--- config.mk ---
export PLATFORM = sky130hd
export DESIGN_NAME = fp_square
export DESIGN_NICKNAME = d
export VERILOG_FILES = /design/src/rtl/fp_square.sv
export SDC_FILE = /design/constraint.sdc
export NUM_CORES = 1
export LEC_CHECK = 0
export ABC_AREA = 0
export ABC_CLOCK_PERIOD_IN_PS = 5600
export CAP_MARGIN = 20
export CORE_ASPECT_RATIO = 1.5
export CORE_MARGIN = 5
export CORE_UTILIZATION = 39
export CTS_BUF_LIST = sky130_fd_sc_hd__clkbuf_8
export CTS_CLUSTER_DIAMETER = 60
export CTS_CLUSTER_SIZE = 8
export DETAILED_ROUTE_END_ITERATION = 16
export HOLD_SLACK_MARGIN = 0.06
export PLACE_DENSITY = 0.65
export SYNTH_ARGS = -nofsm -noshare
export SYNTH_HDL_FRONTEND = slang
export SYNTH_SLANG_ARGS = --single-unit
--- constraint.sdc ---
create_clock -name clk -period 5.6 [get_ports clk]
set_clock_uncertainty 0.15 [all_clocks]
set_input_delay 1.12 -clock clk [delete_from_list [all_inputs] [get_ports clk]]
set_output_delay 1.12 -clock clk [all_outputs]
set_load 0.01 [all_outputs]
--- src/rtl/fp_square.sv ---
// fp_square: sequential unsigned fixed-point squarer.
//   out = (in * in) >> FRAC_WIDTH, one multiplier bit per cycle (shift-and-add).
//   A go accepted in IDLE starts WIDTH iterations; done pulses for one cycle
//   when the result is registered. out/overflow hold until the next completion.
// Optional feature macro: FP_SQUARE_SATURATE_EN
//   defined   -> out forced to all ones whenever overflow is set
//   undefined -> out carries the wrapped value p[FRAC_WIDTH +: WIDTH]
// Handshake: go is only looked at while idle (state_dbg == 0). An edge with
//   go=1, reset=0 in IDLE accepts the operand on in; go and in are ignored
//   during RUN. done is high for exactly one cycle per accepted operation and
//   the block is already IDLE during that cycle. reset overrides go.
// state_dbg exposes the FSM state (0 = IDLE, 1 = RUN).
module fp_square #(
  parameter int WIDTH      = 32,
  parameter int INT_WIDTH  = 16,
  parameter int FRAC_WIDTH = 16
) (
  input  logic             clk,
  input  logic             reset,
  input  logic             go,
  input  logic [WIDTH-1:0] in,
  output logic [WIDTH-1:0] out,
  output logic             done,
  output logic             overflow,
  output logic             state_dbg
);

  localparam int IDX_W = $clog2(WIDTH) + 1;
  localparam logic [IDX_W-1:0] LAST_IDX = IDX_W'(WIDTH - 1);

  // The number format must exactly fill the word.
  if (INT_WIDTH + FRAC_WIDTH != WIDTH) begin : g_bad_format
    $error("fp_square: INT_WIDTH + FRAC_WIDTH must equal WIDTH");
  end

  typedef enum logic {
    S_IDLE = 1'b0,
    S_RUN  = 1'b1
  } state_t;

  state_t               state, state_next;
  logic [2*WIDTH-1:0]   mc;
  logic [2*WIDTH-1:0]   acc;
  logic [2*WIDTH-1:0]   p_next;
  logic [WIDTH-1:0]     mp;
  logic [IDX_W-1:0]     idx;
  logic                 accept;
  logic                 last_iter;
  logic                 p_ovf;
  logic [WIDTH-1:0]     p_wrapped;
  logic [WIDTH-1:0]     p_result;

  // State register.
  always_ff @(posedge clk) begin
    if (reset) state <= S_IDLE;
    else       state <= state_next;
  end

  // Next-state: IDLE -> RUN on go, RUN -> IDLE after the last iteration.
  always_comb begin
    state_next = state;
    case (state)
      S_IDLE:  if (go) state_next = S_RUN;
      S_RUN:   if (idx == LAST_IDX) state_next = S_IDLE;
      default: state_next = S_IDLE;
    endcase
  end

  // FSM-derived control strobes and debug view of the state.
  always_comb begin
    accept    = (state == S_IDLE) && go;
    last_iter = (state == S_RUN) && (idx == LAST_IDX);
    state_dbg = state;
  end

  // Accumulator after this cycle's conditional add, and the result derived
  // from it. The full 2*WIDTH product always fits, so nothing wraps here.
  always_comb begin
    p_next    = mp[0] ? (acc + mc) : acc;
    p_wrapped = WIDTH'(p_next >> FRAC_WIDTH);
    p_ovf     = |(p_next >> (WIDTH + FRAC_WIDTH));
`ifdef FP_SQUARE_SATURATE_EN
    p_result  = p_ovf ? {WIDTH{1'b1}} : p_wrapped;
`else
    p_result  = p_wrapped;
`endif
  end

  // Shift-and-add datapath: load on accept, iterate while running.
  always_ff @(posedge clk) begin
    if (reset) begin
      mc  <= '0;
      mp  <= '0;
      acc <= '0;
      idx <= '0;
    end else if (accept) begin
      mc  <= {{WIDTH{1'b0}}, in};
      mp  <= in;
      acc <= '0;
      idx <= '0;
    end else if (state == S_RUN) begin
      acc <= p_next;
      mc  <= mc << 1;
      mp  <= mp >> 1;
      idx <= idx + 1'b1;
    end
  end

  // Result registers: updated only on completion; done is a one-cycle pulse.
  always_ff @(posedge clk) begin
    if (reset) begin
      out      <= '0;
      overflow <= 1'b0;
      done     <= 1'b0;
    end else begin
      done <= last_iter;
      if (last_iter) begin
        out      <= p_result;
        overflow <= p_ovf;
      end
    end
  end

endmodule

==> qor.csv, run 1 <==
metric,value,unit
status,"complete, no violations",
Overflow after GRT,0,
critical path capture point type,flip-flop,
Mapped Area,11890,um^2
routed wl met3,1.160,mm
Post-CTS Hold Fix Bufs,0,
first-pass GRT wire length,53.52,mm
Final Cycle Share,68.07,%
Ys Warns,0,
CP startpoint kind,flip-flop,
Slew Limit Fails,0,
most frequent cells in the layout,"nand2_1 (244), dfxtp_1 (199), nor2_1 (190), a21oi_1 (152), mux2i_1 (118)",
PD cells,219.0,nW/um^2
Max-slew headroom,30.48,%
metal2 WL,16.85,mm
antenna cell count,0,
drt wl/cell,17.00,um
multi-input combinational cell area,7476,um^2
Hold Path Cell Cnt,2,
Clock Power Share,36.6,%
Unique masters post-synth,66,
Root Driver,clkbuf_8,
CTS tree,built,
Final min period,3.812,ns
internal cell power,2.115,mW
sw power,792.6,uW
# IOs,70,
Worst Path Max Fanout,5,
Mapped Nets,1624,
clk_lat worst skew,0.60,ns
switching share of power,27.26,%
Final setup viols,0,
largest net degree at the start of global routing,126,
Worst-path clk slew,0.08,ns
"most common cell after layout, fill and taps aside",nand2_1,
sequential power share,51.7,%
Hold WC Path Type,flip-flop to flip-flop,
ys async rst share,0,%
via count,10720,
Routed WL,32.96,mm
post-synthesis sequential area ratio,33.85,%
Post-synth EDFFs,0,
vias in the first global route,10580,
worst endpoint required time,5.96,ns
Final Hold Viols,0,
chip height,223.8,um
initial antenna violation count,0,
Setup CP Type,flip-flop to flip-flop,
die width,152.6,um
CTS resizes,0,
layout cells sized above 1,4.224,%
FF/Latch Area,4026,um^2
hpwl dp,23.48,mm
TritonCTS Sinks,201,
Filler cells,3056,
Initial Util,39.42,%
CP arrival,4.18,ns
PnR Total Power,2.908,mW
Die ar.,34140,um^2
mean number of vias per cell,5.529,
TritonRoute pass-1 iters,5,
DR DRC count,0,
"Setup Fix Bufs, Post-CTS",0,
clock buffer count from CTS,29,
antenna-violating nets left,0,
Buffers on Ports,69,
total core area,30160,um^2
Area growth syn-to-layout,11.69,%
Peak VDD IR,0.1440,mV
total track usage,18.60,%
Combinational Power Share,11.7,%
Main synth FF type,dfxtp_1,
site row count,78,
Mapped Cells,1524,
Least-Margin Pin Slew,1.043,ns
Pleak,5.321,nW
met1 WL,13.68,mm
maxcap violations,0,
RSZ-0062 raised after global routing,false,
CTS max path bufs,3,
"Avg Cell Area, Syn",7.800,um^2
H-tree Lvls,1,
Util after Layout,44.03,%
DRT iter0 DRCs,604,
f_max,262.3,MHz
Final #Nets,1636,
flip-flop and latch count after synthesis,201,
worst reg2reg path depth,13,
top layer in use,met4,
final setup TNS,0,ns
routability cong.,0.9401,
synth_stat cells, types with 2 or more instances:
| library cell | instances | share of area [%] |
|---|---|---|
| mux2i_1 | 118 | 9.9 |
| a31oi_1 | 7 | 0.37 |
| a211o_1 | 3 | 0.22 |
| a21oi_1 | 152 | 6.4 |
| a21o_1 | 28 | 1.8 |
| and2_1 | 8 | 0.42 |
| o21a_1 | 10 | 0.63 |
| ha_1 | 64 | 6.7 |
| a211oi_1 | 41 | 2.6 |
| o31a_1 | 4 | 0.29 |
| inv_1 | 9 | 0.28 |
| nand2b_1 | 9 | 0.47 |
| o21ai_1 | 10 | 0.42 |
| dfxtp_1 | 201 | 34 |
| o211ai_1 | 10 | 0.63 |
| and4_1 | 7 | 0.52 |
| nand2_1 | 245 | 7.7 |
| xnor2_1 | 38 | 2.8 |
| or3_1 | 4 | 0.21 |
| a2111oi_2 | 2 | 0.25 |
| o21bai_1 | 10 | 0.63 |
| a41oi_1 | 3 | 0.22 |
| o2bb2ai_1 | 2 | 0.15 |
| a221oi_1 | 3 | 0.22 |
| xor2_1 | 23 | 1.7 |
| clkbuf_1 | 87 | 2.7 |
| nor3_1 | 19 | 0.80 |
| nor4b_1 | 2 | 0.15 |
| o31ai_1 | 2 | 0.13 |
| nor2_1 | 191 | 6.0 |
| nand4_1 | 16 | 0.84 |
| nor3b_1 | 2 | 0.13 |
| nor2b_1 | 7 | 0.37 |
| o211a_1 | 2 | 0.17 |
| nand3_1 | 18 | 0.76 |
| o21ai_0 | 110 | 4.6 |
| buf_1 | 12 | 0.38 |
| nand3b_1 | 3 | 0.19 |
| nor4_1 | 6 | 0.32 |
| and3_1 | 9 | 0.47 |
| a21boi_1 | 2 | 0.13 |
cell type report:
type,instances,area share (%)
Clock buffer,29,3.006
Sequential cell,201,30.32
Inverter,10,0.2921
Timing Repair Buffer,80,5.937
Tap cell,400,3.769
Clock inverter,5,0.3675
Multi-Input combinational cell,1214,56.30
worst max-delay path, stage by stage, from the launching register on:
cell      delay (ns)
dfxtp_1         0.32
ha_1            0.24
fa_1            0.41
a21o_1          0.23
a221oi_2        0.53
o31a_1          0.27
a21boi_1        0.25
o21bai_1        0.14
a21oi_1         0.27
o21ai_1         0.15
a221oi_1        0.31
xnor2_1         0.19
nand2_1         0.08
a211oi_1        0.22
power groups by stage:
stage          sequential, mW  clock [mW]  combinational (mW)
2_1_floorplan            1.53           0               0.250
3_3_place_gp             1.54           0               0.335
3_5_place_dp             1.54           0               0.339
4_1_cts                  1.51        1.11               0.341
5_1_grt                  1.51        1.15               0.381
6_report                 1.50        1.06               0.340
through the flow:
stage | cell area [um^2] | hold WS, ns | std cells | worst slack (ns)
finish | 13280 | 0.3051 | 1939 | 1.788
global route | 13280 | 0.3247 | 1939 | 1.443
CTS | 13250 | 0.3088 | 1938 | 1.761
detailed placement | 12800 | 0.2997 | 1904 | 1.747
global placement | 12800 | 0.2924 | 1904 | 1.838
floorplan | 11890 | 0.2856 | 1524 | 2.305
cells by family after synthesis:
logic type	Yosys count	share of synthesized area [%]
AOI/OAI and AO/OA	417	21.25
buffers and inverters	109	3.442
xor gates and xnor gates	62	4.694
muxes	120	10.13
DFF	201	33.85
and+or+nand+nor	550	19.73
adders and majority gates	65	6.905
state kept, by name (all words and copies together), names as in the netlist:
signal,flops
acc,64
done,1
overflow,1
state_dbg,1
out,32
idx,6
mc,64
mp,32
worst paths after layout:
path	slack (ns)	from	end
max	1.79	mc[0]$_SDFFE_PP0P_	out[22]$_SDFFE_PP0P_
min reg2reg	0.31	acc[8]$_SDFFE_PP0P_	acc[8]$_SDFFE_PP0P_
min	0.31	acc[8]$_SDFFE_PP0P_	acc[8]$_SDFFE_PP0P_
max reg2reg	1.79	mc[0]$_SDFFE_PP0P_	out[22]$_SDFFE_PP0P_
routing by layer:
layer | vias up | global-route usage, %
li1 | 5381 | -
met4 | 0 | 7.880
met3 | 71 | 2.165
met1 | 5043 | 21.89
met2 | 226 | 34.12
met5 | - | 0
No activity file was read; power rests on OpenSTA's default activity.
==> run 2: changes to the inputs <==
--- a/config.mk
+++ b/config.mk
@@ -6,7 +6,7 @@
 export NUM_CORES = 1
 export LEC_CHECK = 0
 export ABC_AREA = 0
-export ABC_CLOCK_PERIOD_IN_PS = 5600
+export ABC_CLOCK_PERIOD_IN_PS = 3350
 export CAP_MARGIN = 20
 export CORE_ASPECT_RATIO = 1.5
 export CORE_MARGIN = 5
@@ -16,7 +16,7 @@
 export CTS_CLUSTER_SIZE = 8
 export DETAILED_ROUTE_END_ITERATION = 16
 export HOLD_SLACK_MARGIN = 0.06
-export PLACE_DENSITY = 0.65
+export PLACE_DENSITY = 0.67
 export SYNTH_ARGS = -nofsm -noshare
 export SYNTH_HDL_FRONTEND = slang
 export SYNTH_SLANG_ARGS = --single-unit
==> constraint.sdc (replaced) <==
create_clock -name clk -period 3.35 [get_ports clk]
set_clock_uncertainty 0.15 [all_clocks]
set_input_delay 0.67 -clock clk [delete_from_list [all_inputs] [get_ports clk]]
set_output_delay 0.67 -clock clk [all_outputs]
set_load 0.01 [all_outputs]
==> run 2 against run 1 <==
- final cell count is 5.4% higher
- critical endpoint is now overflow$_SDFFE_PP0P_
- core utilization is 4.3 points higher
- via count is 3.6% higher
- largest cell class unchanged
- worst hold slack better by 0.0044 ns
- critical path type unchanged
- global-route usage is 0.89 points higher
- first-iteration DRC count is 4.1% higher
- maximum frequency is 15% higher
- register-to-register slack worse by 1.7 ns
- wire length is 5.8% higher
==> qor.csv, run 2 (same netlist as run 1, synthesis figures left out) <==
metric,value,unit,change
H-tree Lvls,1,,unchanged
Filler cells,2931,,-4.1%
Setup CP Type,flip-flop to flip-flop,,
# IOs,70,,unchanged
site row count,78,,unchanged
Least-Margin Pin Slew,1.023,ns,-0.01977 ns
Slew Limit Fails,0,,unchanged
Final Hold Viols,0,,unchanged
clock buffer count from CTS,29,,unchanged
Die ar.,34140,um^2,unchanged
largest net degree at the start of global routing,125,,-0.79%
PnR Total Power,4.859,mW,+67%
die width,152.6,um,unchanged
Area growth syn-to-layout,22.49,%,
layout cells sized above 1,14.61,%,+10 points
CP startpoint kind,flip-flop,,
routability cong.,0.9638,,+2.5%
Worst path max stage delay,0.37,ns,-0.16 ns
Final #Nets,1742,,+6.5%
total track usage,19.49,%,+0.89 points
clk_lat worst skew,0.58,ns,-0.02 ns
Root Driver,clkbuf_8,,
PD cells,333.7,nW/um^2,+52%
Min-Delay Endpoint,acc[9]$_SDFFE_PP0P_,,
worst reg2reg path depth,12,,-1
via count,11100,,+3.6%
Worst Path Max Fanout,3,,-2
most frequent cells in the layout,"nand2_1 (243), nor2_1 (190), dfxtp_1 (190), a21oi_1 (138), mux2i_1 (118)",,
worst r2r src,mc[1]$_SDFFE_PP0P_,,
Routed WL,34.87,mm,+5.8%
antenna-violating nets left,0,,unchanged
Buffers on Ports,69,,unchanged
CTS tree,built,,
drt wl/cell,17.06,um,+0.37%
hpwl dp,24.93,mm,+6.2%
vias in the first global route,10910,,+3.1%
FF/Latch Area,4040,um^2,+0.34%
TritonRoute pass-1 iters,7,,+2
chip height,223.8,um,unchanged
crit-path cells,ha_4 -> a211o_1 -> a21oi_4 -> o211ai_4 -> a21o_1 -> a21o_1 -> a41o_1 -> and4_4 -> or3_4 -> a22o_1 -> nor4_2 -> o2bb2ai_1,,
critical path capture point type,flip-flop,,
Overflow after GRT,0,,unchanged
DR DRC count,0,,unchanged
maxcap violations,0,,unchanged
Peak VDD IR,0.1707,mV,+19%
PnR worst setup slack,0.04550,ns,-1.743 ns
worst endpoint required time,3.65,ns,-2.31 ns
f_max,302.6,MHz,+15%
"most common cell after layout, fill and taps aside",nand2_1,,
total core area,30160,um^2,unchanged
first-pass GRT wire length,55.81,mm,+4.3%
initial antenna violation count,1,,+1
Final setup viols,0,,unchanged
pre-CTS setup slack,-0.1689,ns,-1.916 ns
Worst-path clk slew,0.07,ns,about the same
CP arrival,3.61,ns,-0.57 ns
Worst R2R Setup Slack,0.05,ns,-1.74 ns
CTS max path bufs,3,,unchanged
TritonCTS Sinks,201,,unchanged
Slowest cell on crit path,dfxtp_4,,
Initial Util,39.42,%,unchanged
mean number of vias per cell,5.432,,-1.7%
status,"complete, no violations",,
Max-slew headroom,31.80,%,+1.3 points
Final Cycle Share,98.64,%,+31 points
largest registers,"acc (64), mc (64)",,
"most used cell, CP",a21o_1,,
RSZ-0062 raised after global routing,true,,
Pleak,5.829,nW,+9.5%
multi-input combinational cell area,7918,um^2,+5.9%
Hold Path Cell Cnt,2,,unchanged
Final min period,3.304,ns,-0.5072 ns
Crit Reg-Reg Endpoint,overflow$_SDFFE_PP0P_,,
DRT iter0 DRCs,629,,+4.1%
Hold WC Path Type,flip-flop to flip-flop,,
min-delay src,acc[9]$_SDFFE_PP0P_,,
[run 2: changes by cell type in the layout (fill, tap and decap cells not counted), sizes merged]
cell      previous run  this run
diode                0         1
bufinv               1         0
inv                 12         9
buf                 13       119
clkinvlp             1         2
clkbuf              29        30
[run 2: layer usage]
layer | global-route usage (%) | up-vias | wire [um]
met3 | 2.513 | 80 | 1297
met5 | 0 | - | 0
met2 | 36.93 | 237 | 18260
met4 | 7.708 | 0 | 1238
li1 | - | 5584 | -
met1 | 22.03 | 5203 | 14080
[run 2: area by class of cell]
type                       count  share of cell area, %
multi-input combinational   1214                  54.37
inverter                      10                 0.2664
antenna                        1                0.01719
sequential                   201                  27.75
clock buffer                  30                  2.836
tap                          400                  3.437
clock inverter                 2                 0.1031
timing repair buffer         186                  11.22
[run 2: how the worst max path moves through the flow]
stage / depth (start not counted) / slack (ns) / startpoint / end
floorplan: 13 / 0.06 / mc[0]$_SDFFE_PP0P_ / out[22]$_SDFFE_PP0P_
global placement: 13 / -0.11 / mc[0]$_SDFFE_PP0P_ / out[22]$_SDFFE_PP0P_
detailed placement: 14 / -0.17 / mc[0]$_SDFFE_PP0P_ / overflow$_SDFFE_PP0P_
CTS: 13 / 0.01 / mc[0]$_SDFFE_PP0P_ / overflow$_SDFFE_PP0P_
global route: 13 / -0.05 / mc[4]$_SDFFE_PP0P_ / overflow$_SDFFE_PP0P_
finish: 12 / 0.05 / mc[1]$_SDFFE_PP0P_ / overflow$_SDFFE_PP0P_
[run 2: per-stage QoR]
step	setup TNS, ns	hold slack, ns	cells	cell area [um^2]	util, %
6_report	0	0.3095	2044	14560	48.29
5_1_grt	-0.1179	0.3224	2044	14560	48.29
4_1_cts	0	0.3072	2036	14250	47.25
3_5_place_dp	-0.6643	0.3001	1999	13570	45.01
3_3_place_gp	-0.2300	0.2928	1999	13570	45.01
2_1_floorplan	0	0.2856	1524	11890	-
[run 2: timing repair]
action	in CTS	in global routing
setup endpoints to repair	10	14
pin swaps	17	36
resized for setup	37	55
hold buffers	0	0
setup buffers	5	10
[run 2: worst max-delay path: cells and delay by family (launching register included)]
family / cells / cell delay (ns)
simple gates: 3 / 0.78
flops: 1 / 0.37
compound gates: 8 / 1.65
fa+ha+maj: 1 / 0.24
[run 2: power by group]
group,leakage (nW),switching (mW),internal [mW],total (mW)
registers,1.64,0.0712,2.47,2.54
clock network,0.216,0.908,0.793,1.70
logic,3.97,0.348,0.272,0.620
total,5.83,1.33,3.53,4.86
==> run 3: changes to the inputs <==
--- a/config.mk
+++ b/config.mk
@@ -10,13 +10,14 @@
 export CAP_MARGIN = 20
 export CORE_ASPECT_RATIO = 1.5
 export CORE_MARGIN = 5
-export CORE_UTILIZATION = 39
+export CORE_UTILIZATION = 35
 export CTS_BUF_LIST = sky130_fd_sc_hd__clkbuf_8
 export CTS_CLUSTER_DIAMETER = 60
 export CTS_CLUSTER_SIZE = 8
 export DETAILED_ROUTE_END_ITERATION = 16
 export HOLD_SLACK_MARGIN = 0.06
-export PLACE_DENSITY = 0.67
+export MAX_ROUTING_LAYER = met4
+export PLACE_DENSITY = 0.62
 export SYNTH_ARGS = -nofsm -noshare
 export SYNTH_HDL_FRONTEND = slang
 export SYNTH_SLANG_ARGS = --single-unit
==> run 3 against run 2 <==
- the run now ends with negative setup slack left
- power is 1.8% higher
- largest cell class unchanged
- maximum frequency shrank 1.7%
- global-route usage shrank 0.66 points
- sequential share of layout area fell by 0.20 points
- clock power up 5%
- register-to-register slack worse by 0.06 ns
- highest routed layer unchanged
- die area is 11% higher
- design area increased by 0.57%
- sequential power barely moved
- first-iteration DRC count rose by 2.5%
- wire length is 2.5% higher
- via count up 1.7%
- critical path type unchanged
==> qor.csv, run 3 (same netlist as run 1, synthesis figures left out) <==
metric,value,unit,change
Slowest cell on crit path,fa_2,,
clk_lat worst skew,0.59,ns,about the same
Worst path max stage delay,0.37,ns,about the same
Max-slew headroom,44.05,%,+12 points
vias in the first global route,11250,,+3.2%
Min-Delay Endpoint,acc[8]$_SDFFE_PP0P_,,
"most used cell, CP",buf_6,,
Worst Path Max Fanout,5,,+2
Worst R2R Setup Slack,-0.01,ns,-0.06 ns
Filler cells,3402,,+16%
Util after Layout,43.78,%,-4.5 points
Hold WS,0.3061,ns,-0.003431 ns
fin cells,2092,,+2.3%
most frequent cells in the layout,"nand2_1 (243), dfxtp_1 (193), nor2_1 (190), a21oi_1 (141), buf_4 (139)",,
f_max,297.4,MHz,-1.7%
Final #Nets,1768,,+1.5%
Worst-path clk slew,0.07,ns,about the same
RSZ-0062 raised after global routing,true,,
CTS max path bufs,3,,unchanged
Crit Reg-Reg Endpoint,overflow$_SDFFE_PP0P_,,
via count,11290,,+1.7%
Overflow after GRT,0,,unchanged
mean number of vias per cell,5.399,,-0.62%
critical path capture point type,flip-flop,,
site row count,82,,+5.1%
CP arrival,3.68,ns,+0.07 ns
largest registers,"acc (64), mc (64)",,
Pleak,6.006,nW,+3.0%
status,"complete, but fails checks",,
drt wl/cell,17.08,um,+0.13%
CTS tree,built,,
"most common cell after layout, fill and taps aside",nand2_1,,
layout cells sized above 1,14.66,%,+0.054 points
PnR worst setup slack,-0.01284,ns,-0.05834 ns
Least-Margin Pin Slew,0.8393,ns,-0.1838 ns
TritonCTS Sinks,201,,unchanged
hpwl dp,26.33,mm,+5.6%
Final setup viols,1,,+1
Placed Cells,2045,,+2.3%
Setup CP Type,flip-flop to flip-flop,,
Bufs and invs on worst path,2,,+2
PD cells,337.8,nW/um^2,+1.2%
chip height,235.7,um,+5.3%
Final Cycle Share,100.4,%,+1.7 points
pre-CTS setup slack,-0.2043,ns,-0.03540 ns
clock buffer count from CTS,29,,unchanged
Final Hold Viols,0,,unchanged
Hold WC Path Type,flip-flop to flip-flop,,
multi-input combinational cell area,7787,um^2,-1.6%
min-delay src,acc[8]$_SDFFE_PP0P_,,
TritonRoute pass-1 iters,7,,unchanged
antenna-violating nets left,0,,unchanged
worst reg2reg path depth,14,,+2
crit-path cells,buf_6 -> fa_2 -> a21o_1 -> a221oi_4 -> buf_6 -> o31a_1 -> a31oi_4 -> nand2_2 -> o21bai_4 -> a21oi_2 -> xor2_1 -> nand4_1 -> nor4_2 -> o2bb2ai_1,,
Initial Util,35.54,%,-3.9 points
CP startpoint kind,flip-flop,,
total core area,33450,um^2,+11%
worst endpoint required time,3.67,ns,+0.02 ns
Peak VDD IR,0.1882,mV,+10%
first-pass GRT wire length,58.29,mm,+4.4%
worst r2r src,mc[1]$_SDFFE_PP0P_,,
Die ar.,37830,um^2,+11%
# IOs,70,,unchanged
routability cong.,0.9557,,-0.84%
Slew Limit Fails,0,,unchanged
maxcap violations,0,,unchanged
Area growth syn-to-layout,23.19,%,
PnR Total Power,4.947,mW,+1.8%
Routed WL,35.74,mm,+2.5%
failing checks,negative setup slack,,
initial antenna violation count,1,,unchanged
FF/Latch Area,4034,um^2,-0.15%
die width,160.5,um,+5.2%
Hold Path Cell Cnt,2,,unchanged
Root Driver,clkbuf_8,,
DRT iter0 DRCs,645,,+2.5%
"delay-heaviest family, CP",compound AO/OA/AOI/OAI gates,,
H-tree Lvls,1,,unchanged
Final min period,3.363,ns,+0.05834 ns
DR DRC count,0,,unchanged
largest net degree at the start of global routing,79,,-37%
total track usage,18.83,%,-0.66 points
Buffers on Ports,69,,unchanged
==> run 3: cell count changes in the layout (fill, tap and decap cells not counted), moves of 3 or more <==
cell	change
ha_4	-3
o21ai_0	+5
ha_1	+10
buf_4	+27
ha_2	-7
inv_1	+3
dfxtp_1	+3
o21ai_1	-5
a21oi_1	+3
==> run 3: layer usage <==
layer  wire (um)  vias to the layer above  track usage (%)
met5           0                        -                -
met4        1448                        0            7.696
met3        1256                       87            2.049
met2       18440                      248            33.91
met1       14600                     5326            21.06
li1            -                     5633                -
==> run 3: how the worst max path moves through the flow <==
stage                       endpoint            startpoint  depth (start not counted)
2_1_floorplan   out[22]$_SDFFE_PP0P_    mc[0]$_SDFFE_PP0P_                         13
3_3_place_gp   overflow$_SDFFE_PP0P_    mc[0]$_SDFFE_PP0P_                         14
3_5_place_dp   overflow$_SDFFE_PP0P_    mc[0]$_SDFFE_PP0P_                         14
4_1_cts        overflow$_SDFFE_PP0P_   mc[22]$_SDFFE_PP0P_                         12
5_1_grt        overflow$_SDFFE_PP0P_  acc[36]$_SDFFE_PP0P_                         13
6_report       overflow$_SDFFE_PP0P_    mc[1]$_SDFFE_PP0P_                         14
==> run 3: area by class of cell <==
class                           count  area share, %
Timing Repair Buffer              212          12.35
Sequential cell                   201          27.55
Inverter                           10         0.2649
Multi-Input combinational cell   1214          53.18
Clock inverter                      5         0.3332
Clock buffer                       29          2.726
Antenna cell                        1        0.01709
Tap cell                          420          3.589
==> run 3: what timing repair did <==
item / in CTS / in global routing
hold buffers: 0 / 0
pin swaps: 17 / 25
setup buffers: 7 / 5
gates cloned: 0 / 0
gates resized for setup: 31 / 29
setup endpoints to repair: 11 / 27
==> run 3: per-stage QoR <==
step / instance area (um^2) / setup TNS (ns)
2_1_floorplan: 11890 / 0
3_3_place_gp: 13770 / -0.3504
3_5_place_dp: 13770 / -0.6511
4_1_cts: 14440 / 0
5_1_grt: 14640 / -0.3662
6_report: 14640 / -0.01284
==> run 3: power breakdown <==
part           total, mW  switching [mW]  internal [mW]
registers           2.53          0.0661           2.47
logic              0.640           0.356          0.284
clock network       1.78           0.927          0.848
==> run 3: worst min-delay path, cell delays in order, from the launching register on <==
cell and delay, ns:
dfxtp_1 0.31, nand2_1 0.05, a21oi_1 0.05
